===== config.mk =====
export PLATFORM = sky130hd
export DESIGN_NAME = irq_flag_ctrl
export DESIGN_NICKNAME = d
export VERILOG_FILES = /design/src/rtl/leonel_irq_pkg.sv /design/src/rtl/irq_prio_enc.sv /design/src/rtl/irq_flag_ctrl.sv
export SDC_FILE = /design/constraint.sdc
export NUM_CORES = 1
export LEC_CHECK = 0
export ABC_CLOCK_PERIOD_IN_PS = 2200
export CORE_AREA = 2 2 68 44
export DETAILED_ROUTE_END_ITERATION = 7
export DIE_AREA = 0 0 70 46
export PLACE_DENSITY = 0.77
export SLEW_MARGIN = 40
export SYNTH_ARGS = -nofsm -noshare
export SYNTH_HDL_FRONTEND = slang
export SYNTH_SLANG_ARGS = --single-unit

===== constraint.sdc =====
create_clock -name clk -period 2.2 [get_ports clk]
set_clock_uncertainty 0.2 [all_clocks]
set_input_delay 0.22 -clock clk [delete_from_list [all_inputs] [get_ports clk]]
set_output_delay 0.22 -clock clk [all_outputs]
set_load 0.05 [all_outputs]

===== src/rtl/leonel_irq_pkg.sv =====
// Shared types and default sizing for the interrupt / flag-shadow controller.
package leonel_irq_pkg;

    typedef enum logic [1:0] {
        IDLE    = 2'd0,
        VECTOR  = 2'd1,
        ISR     = 2'd2,
        RESTORE = 2'd3
    } irq_state_t;

    localparam int          PC_W_DEF     = 10;
    localparam int          N_IRQ_DEF    = 4;
    localparam logic [9:0]  VEC_BASE_DEF = 10'h3F0;

endpackage


===== src/rtl/irq_prio_enc.sv =====
// Fixed-priority encoder: the lowest-numbered active line wins.
module irq_prio_enc #(
    parameter int N_IRQ = 4,
    parameter int IDX_W = 2
) (
    input  logic [N_IRQ-1:0] pend,
    output logic             valid,
    output logic [IDX_W-1:0] idx
);

    always_comb begin
        valid = |pend;
        idx   = '0;
        // Scan downward so the lowest set index is the last one written.
        for (int i = N_IRQ - 1; i >= 0; i--) begin
            if (pend[i]) begin
                idx = IDX_W'(i);
            end
        end
    end

endmodule


===== src/rtl/irq_flag_ctrl.sv =====
// Interrupt entry/exit controller: shadows return PC and C/Z flags on entry,
// and restores them through the flag register's interrupt write port on RETI.
module irq_flag_ctrl
    import leonel_irq_pkg::*;
#(
    parameter int              PC_W     = PC_W_DEF,
    parameter int              N_IRQ    = N_IRQ_DEF,
    parameter logic [PC_W-1:0] VEC_BASE = PC_W'(VEC_BASE_DEF)
) (
    input  logic             clk,
    input  logic             rst,
    input  logic             clock_en,
    input  logic [N_IRQ-1:0] irq_i,
    input  logic [N_IRQ-1:0] irq_mask_i,
    input  logic             gie_we_i,
    input  logic             gie_i,
    input  logic             instr_done_i,
    input  logic             reti_i,
    input  logic [PC_W-1:0]  pc_i,
    input  logic             c_i,
    input  logic             z_i,
    output logic             pc_load_o,
    output logic [PC_W-1:0]  pc_load_val_o,
    output logic             iwe_o,
    output logic             intc_o,
    output logic             intz_o,
    output logic [N_IRQ-1:0] irq_ack_o,
    output logic             in_isr_o,
    output logic             gie_o
);

    localparam int IDX_W = (N_IRQ > 1) ? $clog2(N_IRQ) : 1;

    irq_state_t        r_state;
    logic              r_gie;
    logic [IDX_W-1:0]  r_idx;
    logic [PC_W-1:0]   r_sh_pc;
    logic              r_sh_c;
    logic              r_sh_z;

    logic [N_IRQ-1:0]  w_pend;
    logic              w_pend_vld;
    logic [IDX_W-1:0]  w_pend_idx;
    logic              w_take;

    assign w_pend = irq_i & irq_mask_i;

    irq_prio_enc #(
        .N_IRQ (N_IRQ),
        .IDX_W (IDX_W)
    ) u_prio (
        .pend  (w_pend),
        .valid (w_pend_vld),
        .idx   (w_pend_idx)
    );

    // Acceptance looks at the pre-edge GIE, so a same-cycle EI cannot admit a request.
    assign w_take = instr_done_i && r_gie && w_pend_vld;

    always_ff @(posedge clk or negedge rst) begin
        if (!rst) begin
            r_state <= IDLE;
            r_gie   <= 1'b0;
            r_idx   <= '0;
            r_sh_pc <= '0;
            r_sh_c  <= 1'b0;
            r_sh_z  <= 1'b0;
        end else if (clock_en) begin
            if (gie_we_i) begin
                r_gie <= gie_i;
            end
            // State-driven GIE updates follow the EI/DI write so they take precedence.
            case (r_state)
                IDLE: begin
                    if (w_take) begin
                        r_sh_pc <= pc_i;
                        r_sh_c  <= c_i;
                        r_sh_z  <= z_i;
                        r_idx   <= w_pend_idx;
                        r_state <= VECTOR;
                    end
                end
                VECTOR: begin
                    r_gie   <= 1'b0;
                    r_state <= ISR;
                end
                ISR: begin
                    if (instr_done_i && reti_i) begin
                        r_state <= RESTORE;
                    end
                end
                RESTORE: begin
                    r_gie   <= 1'b1;
                    r_state <= IDLE;
                end
                default: r_state <= IDLE;
            endcase
        end
    end

    // Outputs depend only on registered state, so they hold steady across clock_en stalls.
    always_comb begin
        pc_load_o     = 1'b0;
        pc_load_val_o = '0;
        iwe_o         = 1'b0;
        intc_o        = 1'b0;
        intz_o        = 1'b0;
        irq_ack_o     = '0;
        in_isr_o      = 1'b0;
        case (r_state)
            VECTOR: begin
                pc_load_o     = 1'b1;
                pc_load_val_o = VEC_BASE + PC_W'(r_idx);
                irq_ack_o     = N_IRQ'(1) << r_idx;
            end
            ISR: begin
                in_isr_o = 1'b1;
            end
            RESTORE: begin
                pc_load_o     = 1'b1;
                pc_load_val_o = r_sh_pc;
                iwe_o         = 1'b1;
                intc_o        = r_sh_c;
                intz_o        = r_sh_z;
            end
            default: ;
        endcase
    end

    assign gie_o = r_gie;

endmodule


Yosys cells after proc, flatten, opt, wreduce, memory -nomap -nowiden --
Index checks and enable logic that the tools add are counted.
Word-level totals: bits in registers 17, input port bits 27, output and inout port bits 20, word-level logic and storage cells 40
Cells by class: add/subtract/negate cells 1, equal/unequal tests 5, shifts and indexed selects 1, multiplexer cells 16, bitwise gates (word level) 1, reduce and logical (&&, ||, !) cells 10
Operators with widths (count):
- case mux 10 bit (2 select lines) | 1
- two-way mux 2 bit | 6
- case mux 2 bit (4 select lines) | 1
- adder 5 x 3 -> 6 bit, first input constant | 1
- two-way mux 1 bit | 6
- AND reduction 3 bit | 2
- bitwise AND 4 bit | 1
- == test 2 bit, second input constant | 2
- two-way mux 4 bit | 1
- != test 2 bit, second input constant | 2
- OR reduction 4 bit | 1
- << shifter 1 x 2 -> 4 bit, first input constant | 1
- logical AND 1 bit | 3
- nonzero test 3 bit | 1
- == test 2 x 1 -> 1 bit, second input constant | 1
- logical NOT 2 bit | 1
- case mux 1 bit (2 select lines) | 1
- AND reduction 2 bit | 1
- OR reduction 2 bit | 1

Logic depth before layout (Yosys ltp) --
Gate-level depths: netlist (run 1).
depth in word-level cells 5, mapped depth 6, mapped depth without buffers 6

Modules after synthesis --
From an unflattened synthesis (run 1), not the netlist that was laid out.
Second synthesis, totals: cells, all modules 94, area, all modules 1026.0 um2
By module, submodules not included:
- irq_flag_ctrl | times used 1, cells each 87, area an instance 991.0 um2
- irq_prio_enc | times used 1, cells each 7, area an instance 35.0 um2

Least setup slack after synthesis (run 1) --
OpenSTA, ideal clock, no wires.
kind register to output, start reg r_state[1], end out irq_ack_o[0], data arrival time 2.107 ns, data required time 1.780 ns, path slack -0.327 ns, cell stages (with the launch flop) 5, path through dfrtp_1 inv_1 ha_1 clkbuf_1 nor3b_1
Between the ends: longest elaborated chain between the ends 2
Ends and longest elaborated chain:
- start: declaration | line irq_flag_ctrl.sv:34 | irq_state_t r_state;
- start signal: assignment | line irq_flag_ctrl.sv:62 | r_state <= IDLE;
- start signal: assignment | line irq_flag_ctrl.sv:80 | r_state <= VECTOR;
- start signal: assignment | line irq_flag_ctrl.sv:85 | r_state <= ISR;
- == test 2 x 1 -> 1 bit | line irq_flag_ctrl.sv:110 | case (r_state)
- two-way mux 4 bit | line irq_flag_ctrl.sv:110
- end: declaration | line irq_flag_ctrl.sv:27 | output logic [N_IRQ-1:0] irq_ack_o,
No other way between the ends.

Final worst setup path (run 1) --
start reg r_state[0], end out pc_load_val_o[0]
Between the ends: longest elaborated chain between the ends 2, elaborated cells between the ends (all ways) 3, those cells by class eq/ne (2); mux (1)
Ends and longest elaborated chain:
- == test 2 bit or == test 2 x 1 -> 1 bit (tied branches) | line irq_flag_ctrl.sv:110
- case mux 10 bit (2 select lines) (*) | line irq_flag_ctrl.sv:110
- end: declaration | line irq_flag_ctrl.sv:23 | output logic [PC_W-1:0] pc_load_val_o,
Every way passes the cells marked *; elsewhere a longest branch is shown, timed or not.

==> flow_summary.ini, run 1 <==
[yosys]
ys_ff_latch = 17
seq_area_frac_synth_pct = 42.3
syn_inst = 80
avgSynthCellArea_sq_um = 12.6
synth_cell_type_count = 27
synth_warnings = 0
syn-cell-area_sq_mm = 0.00100
syn_nets = 112

[die]
core_area_sq_mm = 0.00267
initial_core_util_pct = 37.7
die_width_um = 70
ioPinCount = 47
placementRows = 15
die_h_um = 46
die-area_sq_mm = 0.00322

[worst_setup_path]
end_kind = primary output
crit_chain = ha_1, buf_4, a22o_1, buf_12
critical_path_required_ns = 1.78
cpMaxStageDelayCell = dfrtp_1
start_kind = flip-flop
arrival_ns = 1.62
crit_type = flip-flop to primary output
crit_fanout = 8
critPathMaxStageDelay_ns = 0.43

[global_routing]
grt_start_max_net_pins = 18
antenna_found_initial = 0
grt_first_pass_wirelength_um = 4200
grt_pass1_vias = 880
gr-usage-all-layers_pct = 17.8
grt-ovfl-total = 0

[clock_network]
cts.path.max_buffers = 2
htreeDepth = 1
numCtsBuffers = 3
clock_latency_ns = 0.25
clock-sinks = 17
cts_tree = built
root_buffer = clkbuf_8
cts.clk_slew.worst_paths_ns = 0.07

[drt]
drtIter0Drc = 15
drc = 0
drtAntennaViolNets = 0
drt-pass1-iter-count = 4
num_vias = 836
wl_per_cell_um = 16.0
drt-total-wl_um = 2630
avgViaCountPerCell = 5.10

[sta]
fmax_mhz = 489
maxSlewHeadroom_pct = 66.4
setup_viol = 0
fin_crit_sh_pct = 92.9
fin_crit_ns = 2.04
hold_viol_final = 0
rsz0062_at_grt = false
tns_ns = 0
worst_slack_ns = 0.157
whs_ns = 0.215
worstMarginPinSlew_ns = 0.502
final_max_slew_viol_count = 0

[worst_hold_path]
min_path_type = primary input to asynchronous set/reset pin

[cells_and_area]
antenna-diode-count = 0
final_common_cell = clkdlybuf4s50_1
drive_above_1_share_pct = 33.8
syn2layout_area_growth_pct = 73.6
layout_common_cells = clkdlybuf4s50_1 (26), buf_12 (19), dfrtp_1 (17), mux2_4 (10), nand2_1 (7)
num-nets-final = 163

[pwr]
switchingPower_uw = 1230
peakVddDrop_v = 0.000720
p_total_uw = 2730
seqPwrFrac_pct = 21.0
p_leak_uw = 0.000831
p_clk_share_pct = 8.6
internal-power_uw = 1500
swShare_pct = 45.0
power_density_mw_per_mm2 = 1560
combPwrFrac_pct = 70.4

[flow_run]
cap_violations = 0

[placement]
dp_slack_ns = 0.192
port_buffers = 46
place_congestion = 0.676
dp_hpwl_um = 2170

[status]
status = finished clean
-- worst paths after layout --
| kind | slack [ns] | start | to | cells past startpoint |
|---|---|---|---|---|
| setup / recovery | 0.16 | r_state[0]$_DFFE_PN0P_ | pc_load_val_o[0] | 4 |
| hold / removal | 0.22 | rst | r_idx[0]$_DFFE_PN0P_ | 2 |
| setup reg to reg | 0.19 | r_state[0]$_DFFE_PN0P_ | r_sh_pc[1]$_DFFE_PN0P_ | 6 |
| hold reg to reg | 0.29 | r_sh_pc[0]$_DFFE_PN0P_ | r_sh_pc[0]$_DFFE_PN0P_ | 1 |
| max in group asynchronous | 1.30 | rst | r_state[0]$_DFFE_PN0P_ | 2 |
| min in group clk | 0.29 | r_sh_pc[0]$_DFFE_PN0P_ | r_sh_pc[0]$_DFFE_PN0P_ | 1 |
-- worst max-delay path, delay by kind of cell, from the launching register on --
family / cells / cell delay (ns)
adders and majority gates: 1 / 0.34
buffers and inverters: 2 / 0.37
AOI/OAI and AO/OA: 1 / 0.23
DFF: 1 / 0.43
-- metal layers --
| metal | wire length [um] | GRT usage [%] | vias to the layer above |
|---|---|---|---|
| li1 | - | - | 389 |
| met1 | 1100 | 21.0 | 416 |
| met2 | 1360 | 31.4 | 27 |
| met3 | 138 | 5.97 | 4 |
| met4 | 41 | 6.15 | 0 |
| met5 | 0 | 0 | - |
-- cell type report --
| cell class | instances | area (sq um) |
|---|---|---|
| fillers | 215 | 921 |
| repair buffers | 49 | 671 |
| multi-input cells | 58 | 552 |
| flip-flops and latches | 17 | 425 |
| well taps | 34 | 42.5 |
| clock buffers | 3 | 41.3 |
| inverters | 2 | 7.51 |
| clock inverters | 1 | 5.00 |
-- power groups by stage --
| stage | Clock, uW | Combinational (uW) | Sequential, uW |
|---|---|---|---|
| final | 235 | 1920 | 572 |
| after global routing | 260 | 2000 | 590 |
| after CTS | 242 | 1940 | 571 |
| after detailed placement | 0 | 1930 | 575 |
| after global placement | 0 | 1890 | 565 |
| after floorplan | 0 | 1030 | 571 |
-- sequential cells by signal, summed over array words and instances, names as in the netlist --
name and flops:
r_sh_pc 10, r_idx 2, r_state 2, gie_o 1, r_sh_c 1, r_sh_z 1
-- kinds of logic (layout without fill, tap and decap cells) --
family | after synthesis | after routing | share of synthesized area (%)
and+or+nand+nor | 21 | 21 | 11.3
AOI/OAI and AO/OA | 16 | 16 | 15.2
buffers and inverters | 5 | 55 | 3.49
DFF | 17 | 17 | 42.3
muxes | 16 | 16 | 21.4
adders and majority gates | 5 | 5 | 6.23
-- repair_timing --
item | 4_1_cts | 5_1_grt
setup buffers | 0 | 0
resized for setup | 0 | 1
endpoints found under the setup margin | 0 | 2
hold endpoints to repair | 0 | 17
hold buffers | 0 | 1
-- through the flow --
| stage | instance area, sq um | utilization, % | std cells |
|---|---|---|---|
| 2_1_floorplan | 1010 | - | 80 |
| 3_3_place_gp | 1690 | 63.4 | 159 |
| 3_5_place_dp | 1690 | 63.4 | 159 |
| 4_1_cts | 1740 | 65.2 | 163 |
| 5_1_grt | 1740 | 65.4 | 164 |
| 6_report | 1740 | 65.4 | 164 |
-- synthesized netlist by cell type --
| cell type | instances | area (sq um) |
|---|---|---|
| a21o_1 | 6 | 45.0 |
| a21oi_1 | 1 | 5.00 |
| a21oi_4 | 1 | 16.3 |
| a22o_1 | 1 | 8.76 |
| a22oi_1 | 1 | 7.51 |
| a22oi_4 | 2 | 42.5 |
| a32oi_1 | 1 | 8.76 |
| and2_1 | 4 | 25.0 |
| and3_1 | 1 | 6.26 |
| and3b_1 | 1 | 8.76 |
| buf_12 | 1 | 20.0 |
| clkbuf_1 | 2 | 7.51 |
| dfrtp_1 | 17 | 425 |
| ha_1 | 5 | 62.6 |
| inv_1 | 2 | 7.51 |
| mux2_1 | 3 | 33.8 |
| mux2_2 | 1 | 11.3 |
| mux2_4 | 10 | 150 |
| mux2i_1 | 2 | 20.0 |
| nand2_1 | 7 | 26.3 |
| nand3_1 | 2 | 10.0 |
| nand4_2 | 1 | 12.5 |
| nor2_1 | 3 | 11.3 |
| nor3b_1 | 1 | 7.51 |
| o21ai_0 | 2 | 10.0 |
| o22a_1 | 1 | 8.76 |
| or2_2 | 1 | 6.26 |
Note: power is estimated with default switching activity, not from simulation.
==> run 2, diff against run 1 <==
ABC_AREA = 1   (was unset)
PLACE_DENSITY = 0.76   (was 0.77)
==> run 2 against run 1 <==
  * Cell count is 26% higher
  * Worst setup slack worse by 0.096 ns
  * Sequential share of layout area grew 1.5 points
  * First-iteration DRC count grew 53%
  * Total power decreased by 6.1%
  * Via count up 13%
  * Largest power group unchanged
  * Largest cell class unchanged
  * Area after synthesis decreased by 1.1%
  * Critical path type unchanged
  * Critical endpoint is now pc_load_val_o[8]
  * Sequential power is 2% lower
==> flow_summary.ini, run 2 <==
[clock_network]
clock_latency_ns = 0.25
root_buffer = clkbuf_8
cts.path.max_buffers = 2
numCtsBuffers = 3
cts_tree = built
htreeDepth = 1
cts.clk_slew.worst_paths_ns = 0.07
clock-sinks = 17

[yosys]
syn_nets = 156
synth_edf_count = 0
synth_top_area_share_pct = 42.8
synth_area_leaders = dfrtp_1 (43%), nand2_1 (14%), o21ai_2 (7.9%), inv_1 (7.6%), ha_1 (6.3%)
avgSynthCellArea_sq_um = 8.01
syn-cell-area_sq_um = 993
ys_ff_latch = 17
synth_top_cells_by_count = nand2_1 (38), inv_1 (20), dfrtp_1 (17), o21ai_0 (12), o21ai_2 (9)
synth_cell_type_count = 18
yosys_most_used_dff = dfrtp_1
syn_inst = 124
synth_warnings = 0
seq_area_frac_synth_pct = 42.8
yosys.area.top_type = dfrtp_1
yosysMostFrequentCell = nand2_1
async_flop_share_pct = 100

[pwr]
power_density_mw_per_mm2 = 1560
p_leak_uw = 0.000797
p_total_uw = 2560
peakVddDrop_v = 0.000919

[cells_and_area]
syn2layout_area_growth_pct = 65.6
num-nets-final = 206
largest_reg_flops = 10
layout_common_cells = nand2_1 (38), clkdlybuf4s50_1 (26), inv_1 (20), dfrtp_1 (17), buf_12 (12)
final_common_cell = nand2_1
drive_above_1_share_pct = 23.1
top_register = r_sh_pc
antenna-diode-count = 0
reg.largest.list = r_sh_pc x10, r_idx x2, r_state x2

[die]
initial_core_util_pct = 37.3
ioPinCount = 47
die-area_sq_mm = 0.00322
die_h_um = 46
placementRows = 15
die_width_um = 70
core_area_sq_mm = 0.00267

[sta]
fin_crit_sh_pct = 97.2
maxSlewHeadroom_pct = 60.9
whs_ns = 0.214
hold_viol_final = 0
setup_viol = 0
final_max_slew_viol_count = 0
tns_ns = 0
fin_crit_ns = 2.14
worstMarginPinSlew_ns = 0.586
fmax_mhz = 467

[drt]
drt-total-wl_um = 2540
avgViaCountPerCell = 4.58
drtAntennaViolNets = 0
wl_per_cell_um = 12.3
num_vias = 948
drt-pass1-iter-count = 4
drtIter0Drc = 23
drc = 0

[worst_hold_path]
min_path_type = primary input to asynchronous set/reset pin

[flow_run]
cap_violations = 0

[worst_setup_path]
path_common_cell = inv_1
crit_type = flip-flop to primary output
start_kind = flip-flop
crit_fanout = 9
critical_path_required_ns = 1.78
critPathMaxStageDelay_ns = 0.45
crit_chain = inv_1, ha_1, inv_1, o21ai_1, buf_12
cpMaxStageDelayCell = dfrtp_1
arrival_ns = 1.72
end_kind = primary output

[global_routing]
grt-ovfl-total = 0
grt_start_max_net_pins = 24
grt_pass1_vias = 930
antenna_found_initial = 0
gr-usage-all-layers_pct = 16.5
grt_first_pass_wirelength_um = 4030

[placement]
place_congestion = 0.740
port_buffers = 46
dp_hpwl_um = 2010

[status]
status = finished clean
[run 2: changes by cell type after synthesis, moves of 4 or more]
cell / change
and2_1: -4
mux2_4: -10
o21ai_0: +10
inv_1: +18
nand2_1: +31
o21ai_2: +9
a21o_1: -6
[run 2: logic make-up after synthesis]
kind of cell	count (synthesis)	share of synthesized area, %
simple gates	52	21.5
flops	17	42.8
mux	1	1.01
fa+ha+maj	5	6.30
compound gates	27	18.5
buf+inv	22	9.82
[run 2: worst max-delay path, delay by kind of cell, from the launching register on]
family / cells / cell delay, ns
AOI/OAI and AO/OA: 1 / 0.20
DFF: 1 / 0.45
adders and majority gates: 1 / 0.23
buffers and inverters: 3 / 0.59
[run 2: cell type report]
class | count | area, sq um
tap | 34 | 42.5
timing repair buffer | 47 | 568
clock buffer | 4 | 45.0
multi-input combinational | 85 | 489
sequential | 17 | 425
fill | 217 | 1020
inverter | 20 | 75.1
[run 2: timing repair]
action,4_1_cts,5_1_grt
resized for setup,0,1
hold buffers,0,1
endpoints found under the hold margin,0,17
endpoints found under the setup margin,0,2
setup buffers,0,0
[run 2: final timing paths]
| kind | from | endpoint | slack (ns) | depth (start not counted) |
|---|---|---|---|---|
| setup / recovery | r_state[1]$_DFFE_PN0P_ | pc_load_val_o[8] | 0.06 | 5 |
| hold / removal | rst | r_sh_z$_DFFE_PN0P_ | 0.21 | 2 |
| setup reg to reg | r_state[1]$_DFFE_PN0P_ | r_sh_pc[9]$_DFFE_PN0P_ | 0.22 | 6 |
| hold reg to reg | r_sh_pc[3]$_DFFE_PN0P_ | r_sh_pc[3]$_DFFE_PN0P_ | 0.32 | 2 |
| max in group asynchronous | rst | gie_o$_DFFE_PN0P_ | 1.31 | 2 |
| min in group clk | pc_i[2] | r_sh_pc[2]$_DFFE_PN0P_ | 0.30 | 3 |
[run 2: report_power, final]
part	total [uW]	leakage (uW)	switching (uW)	internal [uW]
clock network	235	0.0000228	106	129
logic	1770	0.000565	1060	710
registers	559	0.000208	93.6	465
total	2560	0.000797	1260	1300
[run 2: per-stage QoR]
| stage | worst slack (ns) | instances | instance area (sq um) | utilization, % |
|---|---|---|---|---|
| 6_report | 0.0608 | 207 | 1650 | 61.7 |
| 5_1_grt | -0.00317 | 207 | 1650 | 61.7 |
| 4_1_cts | 0.0713 | 206 | 1640 | 61.5 |
| 2_1_floorplan | -0.216 | 124 | 1010 | - |
| 3_5_place_dp | 0.243 | 202 | 1590 | 59.8 |
| 3_3_place_gp | 0.290 | 202 | 1590 | 59.8 |
[run 2: per-layer routing]
| metal | track usage [%] | part of all wire, % |
|---|---|---|
| met5 | 0 | 0 |
| met4 | 6.92 | 2.0 |
| met3 | 5.09 | 7.2 |
| met2 | 29.5 | 49 |
| met1 | 19.1 | 42 |
